$ cat config.mk
export PLATFORM = sky130hd
export DESIGN_NAME = axis_output_stage
export DESIGN_NICKNAME = d
export VERILOG_FILES = /design/src/rtl/clock_crossing_pkg.sv /design/src/rtl/axis_beat_counter.sv /design/src/rtl/axis_output_stage.sv
export SDC_FILE = /design/constraint.sdc
export NUM_CORES = 1
export LEC_CHECK = 0
export ABC_AREA = 1
export CAP_MARGIN = 20
export CORE_ASPECT_RATIO = 0.8
export CORE_MARGIN = 8
export CORE_UTILIZATION = 46
export DETAILED_ROUTE_END_ITERATION = 12
export PLACE_DENSITY = 0.81
export SLEW_MARGIN = 20
export SYNTH_ARGS = -nofsm -noshare
export SYNTH_HDL_FRONTEND = slang
export SYNTH_SLANG_ARGS = --single-unit
$ cat constraint.sdc
create_clock -name srff_clock -period 1.28 [get_ports srff_clock]
set_clock_uncertainty 0.05 [all_clocks]
set_input_delay 0.256 -clock srff_clock [delete_from_list [all_inputs] [get_ports srff_clock]]
set_output_delay 0.256 -clock srff_clock [all_outputs]
set_load 0.02 [all_outputs]
$ cat src/rtl/clock_crossing_pkg.sv
// Shared types and constants for the clock-crossing output path.
// Holds the skid-buffer state enum, default widths and an occupancy helper.
package clock_crossing_pkg;

    localparam int DEFAULT_DWIDTH = 32;
    localparam int COUNT_WIDTH    = 32;

    typedef enum logic [1:0] {
        EMPTY = 2'd0,
        HALF  = 2'd1,
        FULL  = 2'd2
    } skid_state_t;

    // The state encoding doubles as the held-beat count.
    function automatic logic [1:0] state_occupancy(input skid_state_t state);
        case (state)
            HALF:    return 2'd1;
            FULL:    return 2'd2;
            default: return 2'd0;
        endcase
    endfunction

endpackage

$ cat src/rtl/axis_beat_counter.sv
// Free-running wrap-around event counter with enable and synchronous clear.
// A clear that coincides with an enabled event leaves the count at 1.
module axis_beat_counter
    import clock_crossing_pkg::*;
#(
    parameter int WIDTH = COUNT_WIDTH
) (
    input  logic             srff_clock,
    input  logic             srff_aresetn,
    input  logic             enable,
    input  logic             clear,
    output logic [WIDTH-1:0] count
);

    always_ff @(posedge srff_clock or negedge srff_aresetn) begin
        if (!srff_aresetn) begin
            count <= '0;
        end else if (clear) begin
            count <= enable ? WIDTH'(1) : '0;
        end else if (enable) begin
            count <= count + WIDTH'(1);
        end
    end

endmodule

$ cat src/rtl/axis_output_stage.sv
// Two-entry registered AXI-stream skid buffer feeding the consumer side.
// Define AXIS_OUTPUT_STAGE_STATS_EN to add beat/packet counters and stats_clr.
module axis_output_stage
    import clock_crossing_pkg::*;
#(
    parameter int DWIDTH    = DEFAULT_DWIDTH,
    parameter int KEEPWIDTH = DWIDTH / 8
) (
    input  logic                   srff_clock,
    input  logic                   srff_aresetn,
    input  logic [DWIDTH-1:0]      s_tdata,
    input  logic [KEEPWIDTH-1:0]   s_tkeep,
    input  logic                   s_tlast,
    input  logic                   s_tvalid,
    output logic                   s_tready,
    output logic [DWIDTH-1:0]      m_tdata,
    output logic [KEEPWIDTH-1:0]   m_tkeep,
    output logic                   m_tlast,
    output logic                   m_tvalid,
    input  logic                   m_tready,
`ifdef AXIS_OUTPUT_STAGE_STATS_EN
    input  logic                   stats_clr,
    output logic [COUNT_WIDTH-1:0] beat_count,
    output logic [COUNT_WIDTH-1:0] pkt_count,
`endif
    output logic [1:0]             occupancy
);

    skid_state_t state, next_state;

    logic in_hs;
    logic out_hs;
    logic load_out_from_in;
    logic load_out_from_skid;
    logic load_skid;

    logic [DWIDTH-1:0]    skid_data;
    logic [KEEPWIDTH-1:0] skid_keep;
    logic                 skid_last;

    assign in_hs     = s_tvalid && s_tready;
    assign out_hs    = m_tvalid && m_tready;
    assign m_tvalid  = (state != EMPTY);
    assign occupancy = state_occupancy(state);

    always_comb begin
        next_state         = state;
        load_out_from_in   = 1'b0;
        load_out_from_skid = 1'b0;
        load_skid          = 1'b0;
        case (state)
            EMPTY: begin
                if (in_hs) begin
                    next_state       = HALF;
                    load_out_from_in = 1'b1;
                end
            end
            HALF: begin
                if (in_hs && out_hs) begin
                    load_out_from_in = 1'b1;
                end else if (in_hs) begin
                    next_state = FULL;
                    load_skid  = 1'b1;
                end else if (out_hs) begin
                    next_state = EMPTY;
                end
            end
            FULL: begin
                // s_tready is low here, so only the output side can move.
                if (out_hs) begin
                    next_state         = HALF;
                    load_out_from_skid = 1'b1;
                end
            end
            default: begin
                next_state = EMPTY;
            end
        endcase
    end

    // s_tready is a pure register so m_tready never reaches it combinationally.
    always_ff @(posedge srff_clock or negedge srff_aresetn) begin
        if (!srff_aresetn) begin
            state    <= EMPTY;
            s_tready <= 1'b0;
        end else begin
            state    <= next_state;
            s_tready <= (next_state != FULL);
        end
    end

    always_ff @(posedge srff_clock or negedge srff_aresetn) begin
        if (!srff_aresetn) begin
            m_tdata   <= '0;
            m_tkeep   <= '0;
            m_tlast   <= 1'b0;
            skid_data <= '0;
            skid_keep <= '0;
            skid_last <= 1'b0;
        end else begin
            if (load_out_from_in) begin
                m_tdata <= s_tdata;
                m_tkeep <= s_tkeep;
                m_tlast <= s_tlast;
            end else if (load_out_from_skid) begin
                m_tdata <= skid_data;
                m_tkeep <= skid_keep;
                m_tlast <= skid_last;
            end
            if (load_skid) begin
                skid_data <= s_tdata;
                skid_keep <= s_tkeep;
                skid_last <= s_tlast;
            end
        end
    end

`ifdef AXIS_OUTPUT_STAGE_STATS_EN
    axis_beat_counter #(
        .WIDTH(COUNT_WIDTH)
    ) u_beat_counter (
        .srff_clock  (srff_clock),
        .srff_aresetn(srff_aresetn),
        .enable      (out_hs),
        .clear       (stats_clr),
        .count       (beat_count)
    );

    axis_beat_counter #(
        .WIDTH(COUNT_WIDTH)
    ) u_pkt_counter (
        .srff_clock  (srff_clock),
        .srff_aresetn(srff_aresetn),
        .enable      (out_hs && m_tlast),
        .clear       (stats_clr),
        .count       (pkt_count)
    );
`endif

endmodule

==> results of run 1 <==
## how the worst max path moves through the flow
stage	startpoint	to	slack, ps	cells after the start
after floorplan	state[0]	skid_data[10]	-40	7
after global placement	state[1]	m_tvalid	-280	3
after detailed placement	state[1]	state[1]	-330	5
after CTS	state[1]	m_tdata[31]	-200	7
after global routing	state[1]	m_tdata[0]	-310	8
final	state[1]	m_tdata[0]	-280	8
## registers in the layout, indices dropped and copies added (netlist names)
| name | cells |
|---|---|
| skid_keep | 4 |
| s_tready | 1 |
| skid_data | 32 |
| m_tlast | 1 |
| state | 2 |
| m_tdata | 32 |
| skid_last | 1 |
| m_tkeep | 4 |
## stage by stage
step                utilization [%]  setup WS, ps  cells
CTS                            63.2          -201    677
global placement               58.7          -280    648
floorplan                         -         -42.1    473
detailed placement             58.7          -326    648
finish                         69.9          -278    696
global route                   69.9          -313    696
## synthesized netlist by cell type, types with 2 or more instances
library cell,n,share of area (%)
buf_2,22,2.8
nor2_4,2,0.58
nand2_1,154,15
inv_2,3,0.29
o21ai_2,30,6.8
buf_6,6,1.7
inv_1,41,4.0
nor2_1,3,0.29
clkbuf_1,5,0.48
nand4_1,37,6.0
dfrtp_1,77,50
o21ai_0,6,0.78
buf_4,5,0.97
o21ai_1,3,0.39
buf_1,2,0.19
nand3_1,75,9.7
## final cells by class
type / count / area share [%]
flip-flops and latches: 77 / 33.2
multi-input cells: 314 / 32.8
repair buffers: 133 / 25.0
inverters: 44 / 2.84
well taps: 112 / 2.41
clock buffers: 10 / 2.36
clock inverters: 6 / 1.48
## critical path, stage by stage (launching register included)
cell and delay [ps]:
dfrtp_2 500, buf_12 160, nor2_4 90, buf_4 180, nand2_8 90, buf_12 170
nand2_1 80, nand2_1 90, nand2_1 90
## layer usage
metal	GRT usage (%)	up-vias
li1	-	1764
met5	0	-
met4	5.33	0
met1	23.6	1983
met3	6.46	78
met2	33.2	281
## power by group through the flow
stage | Sequential (mW) | Clock, mW | Combinational (mW)
2_1_floorplan | 4.98 | 0 | 3.01
3_3_place_gp | 4.29 | 0 | 5.97
3_5_place_dp | 4.35 | 0 | 6.15
4_1_cts | 4.39 | 2.10 | 6.09
5_1_grt | 4.71 | 2.23 | 8.25
6_report | 4.61 | 2.13 | 7.75
## cells by family (layout without fill, tap and decap cells)
family / count (synthesis) / in the layout / synth area share [%]
compound gates: 39 / 39 / 7.95
flops: 77 / 77 / 49.8
simple gates: 273 / 275 / 31.8
buf+inv: 84 / 193 / 10.5
## timing repair
item,4_1_cts,5_1_grt
buffers inserted,6,5
pin swaps,1,14
endpoints found under the setup margin,118,80
hold buffers,1,0
gates resized for setup,218,66
hold endpoints to repair,24,0
cloned,6,17
==> impl_metrics.yaml, run 1 <==
cells_and_area:
  final_common_cell: "nand2_1"
  drive_gt1_share_pct: 35.1
  design_area_mm2: 0.00582
  multi_input_area_mm2: 0.00191
  synthToLayoutAreaGrowth_pct: 50.4
  n_fill_cell: 623
  nets: 620
  final_cell_mix: "nand2_1 (116), dfrtp_1 (74), nand3_1 (70)"
  seq_area_mm2: 0.00193
  diodes: 0
floorplanning:
  die_y_um: 98.1
  ioPinCount: 82
  dieArea_mm2: 0.0116
  fp.coreArea_mm2: 0.00833
  start_util_pct: 46.5
  die-width_um: 119
  num_rows: 30
power:
  p_clk_share_pct: 14.7
  finalPower_mw: 14.5
  swShare_pct: 44.5
  p_switching_mw: 6.45
  power.share.sequential_pct: 31.8
  peakVddDrop_uv: 1260
  powerDensity_mw_per_mm2: 2490
  comb_power_share_pct: 53.5
  leakagePower_nw: 2.93
  p_int_mw: 8.05
placement:
  io_buffers: 81
  place_hpwl_mm: 6.97
  post_dp_cell_area_mm2: 0.00489
  gp_congestion: 0.799
detailed_routing:
  viasPerCell: 5.90
  ant_nets: 0
  drt_pass1_iterations: 5
  top_layer: "met4"
  wirelength_mm: 14.7
  dr.first_iter.drc_count: 446
  wl_met1_mm: 5.61
  route.met2.wl_mm: 7.01
  wl_per_cell_um: 21.1
  drc: 0
  wl_met3_mm: 1.30
  vias: 4106
clock_network:
  clk_latency_ps: 360
  cts_buffer_depth: 2
  cts_sinks: 77
  htree_levels: 3
  cts_made_buffers: 9
  cts.clk_slew.worst_paths_ps: 90
  cts-root-buf: "clkbuf_8"
  cts_tree: "built"
synth:
  synth_edf_count: 0
  synth.distinct_cells: 18
  yosysSeqAreaShare_pct: 49.8
  synthesis.nets: 514
  syn_area_per_cell_um2: 8.19
  synth_warnings: 0
  syn_inst: 473
  synth.cell_area_mm2: 0.00387
  ys_ff_latch: 77
  synthArstFlopShare_pct: 100
  synth_flop_cell: "dfrtp_1"
job:
  maxCapViolCount: 0
sta:
  max_freq_mhz: 642
  tightest_slew_ps: 404
  hold_violations: 0
  slew_headroom_pct: 73.1
  fin_crit_sh_pct: 122
  fin_hold_ws_ps: 332
  rsz0062_at_grt: "yes"
  tns_ps: -14910
  setup_viol: 80
  final_max_slew_viol_count: 0
  fin_crit_ps: 1560
  setup_ws_ps: -278
worst_setup_path:
  end_kind: "flip-flop"
  ff2ff_setup_slack_ps: -280
  crit_fanout: 6
  crit_type: "reg -> reg"
  cp.required_ps: 1530
  timing.rr.start: "state[1]"
  r2r_end: "m_tdata[0]"
  startpoint_type: "flip-flop"
  reg2reg_depth: 8
  arrival_ps: 1810
grt:
  overflow: 0
  grt_max_degree: 40
  antenna_found_initial: 0
  grt.total_usage_pct: 19.7
  grt_pass1_wl_mm: 18.9
  grt_pass1_vias: 3792
run_status:
  status: "complete, but fails checks"
  violations: "negative setup slack"
worst_hold_path:
  hold_path_class: "in -> async"
Power figures use the tool's default switching activity.
==> run 2: changes to the inputs <==
--- a/config.mk
+++ b/config.mk
@@ -11,6 +11,7 @@
 export CORE_MARGIN = 8
 export CORE_UTILIZATION = 46
 export DETAILED_ROUTE_END_ITERATION = 12
+export HOLD_SLACK_MARGIN = 0.1
 export PLACE_DENSITY = 0.81
 export SLEW_MARGIN = 20
 export SYNTH_ARGS = -nofsm -noshare
==> results of run 2 <==
Final layout, timing and power as in run 1 (identical DEF).
==> run 3: changes to the inputs <==
--- a/config.mk
+++ b/config.mk
@@ -13,6 +13,7 @@
 export DETAILED_ROUTE_END_ITERATION = 12
 export HOLD_SLACK_MARGIN = 0.1
 export PLACE_DENSITY = 0.81
+export SETUP_SLACK_MARGIN = 0.02
 export SLEW_MARGIN = 20
 export SYNTH_ARGS = -nofsm -noshare
 export SYNTH_HDL_FRONTEND = slang
==> run 3 against run 2 <==
Effect of this change: the run still ends with negative setup slack left; via count down 4.9%; global-route usage hardly changed; worst hold slack got worse by 17 ps; die area did not move; sequential power is 1% higher; maximum frequency up 0.37%; setup slack improved by 5.7 ps; clock power is 18% lower; total power down 4.3%; critical path type unchanged.
==> impl_metrics.yaml, run 3 (synthesized netlist as in run 1, its figures left out) <==
run_status:
  status: "complete, but fails checks"
  violations: "negative setup slack"
cells_and_area:
  drive_gt1_share_pct: 35.8
  final_common_cell: "nand2_1"
  biggestRegsByFlops: "m_tdata x32, skid_data x32"
  final_cell_mix: "nand2_1 (108), dfrtp_1 (74), nand3_1 (66)"
  diodes: 0
  utilization_pct: 69.0
  nets: 620
  synthToLayoutAreaGrowth_pct: 48.4
  fin_cells: 695
sta:
  setup_ws_ps: -272
  setup_viol: 80
  slew_headroom_pct: 75.4
  max_freq_mhz: 644
  fin_crit_ps: 1550
  tightest_slew_ps: 370
  tns_ps: -16450
  rsz0062_at_grt: "yes"
  hold_violations: 0
  final_max_slew_viol_count: 0
  fin_hold_ws_ps: 314
  fin_crit_sh_pct: 121
detailed_routing:
  wirelength_mm: 13.1
  drc: 0
  drt_pass1_iterations: 5
  vias: 3906
  wl_per_cell_um: 18.9
  viasPerCell: 5.62
  dr.first_iter.drc_count: 341
  ant_nets: 0
job:
  maxCapViolCount: 0
power:
  finalPower_mw: 13.9
  leakagePower_nw: 2.91
  powerDensity_mw_per_mm2: 2410
  peakVddDrop_uv: 955
placement:
  io_buffers: 81
  dp.cells: 652
  gp_congestion: 0.787
  place_hpwl_mm: 6.97
grt:
  overflow: 0
  antenna_found_initial: 0
  grt.total_usage_pct: 19.7
  grt_max_degree: 45
  grt_pass1_vias: 3812
  grt_pass1_wl_mm: 18.7
floorplanning:
  die-width_um: 119
  fp.coreArea_mm2: 0.00833
  die_y_um: 98.1
  start_util_pct: 46.5
  ioPinCount: 82
  dieArea_mm2: 0.0116
  num_rows: 30
clock_network:
  cts_tree: "built"
  cts_sinks: 77
  htree_levels: 3
  cts-root-buf: "clkbuf_8"
  cts.clk_slew.worst_paths_ps: 70
  clk_latency_ps: 360
  cts_made_buffers: 9
  cts_buffer_depth: 2
worst_setup_path:
  critical_path.top_delay_family: "buffers and inverters"
  crit_buf_inv: 4
  ff2ff_setup_slack_ps: -270
  cp_slowest_cell: "dfrtp_2"
  cp.required_ps: 1470
  slowest_delay_ps: 500
  end_kind: "flip-flop"
  cp_cell_sequence: "buf_12 -> nor2_4 -> buf_4 -> buf_6 -> buf_6 -> nand3_1 -> nand2_1 -> nand2_1"
  crit_type: "reg -> reg"
  crit_fanout: 8
  arrival_ps: 1740
  startpoint_type: "flip-flop"
worst_hold_path:
  hold_path_class: "in -> async"
-- run 3: timing repair --
item | 4_1_cts | 5_1_grt
gates cloned | 4 | 10
hold buffers | 1 | 0
pin swaps | 3 | 3
endpoints found under the setup margin | 118 | 87
resized for setup | 197 | 102
hold endpoints to repair | 66 | 0
setup buffers | 8 | 6
-- run 3: worst paths after layout --
check | startpoint | endpoint | cells after the start
worst max-delay path | state[1] | m_tdata[22] | 8
worst min-delay path | srff_aresetn | m_tdata[13] | 2
worst max register to register | state[1] | m_tdata[22] | 8
worst min register to register | skid_data[3] | skid_data[3] | 2
max in group asynchronous | srff_aresetn | m_tdata[26] | 3
min in group srff_clock | s_tdata[18] | skid_data[18] | 3
-- run 3: final cells by class --
cell class	instances	area, um2
Multi-Input combinational cell	313	1920
Timing Repair Buffer	134	1420
Fill cell	636	2580
Tap cell	112	140
Sequential cell	77	1930
Inverter	44	165
Clock buffer	13	139
Clock inverter	2	35.0
-- run 3: routing by layer --
metal	track usage (%)	vias up	wire, um
met5	0	-	0
met4	7.57	0	346
met3	6.81	40	1170
met2	32.1	200	6630
met1	23.4	1904	4950
li1	-	1762	-
-- run 3: through the flow --
step	setup WS [ps]	cell area [um2]
6_report	-272	5750
5_1_grt	-310	5750
4_1_cts	-185	5180
3_5_place_dp	-363	4900
3_3_place_gp	-298	4900
2_1_floorplan	-42.1	3920
-- run 3: power breakdown --
| group | switching [mW] | internal (mW) | total (mW) |
|---|---|---|---|
| combinational | 4.17 | 3.28 | 7.45 |
| clock | 0.859 | 0.892 | 1.75 |
| sequential | 1.03 | 3.64 | 4.67 |
| total | 6.06 | 7.81 | 13.9 |
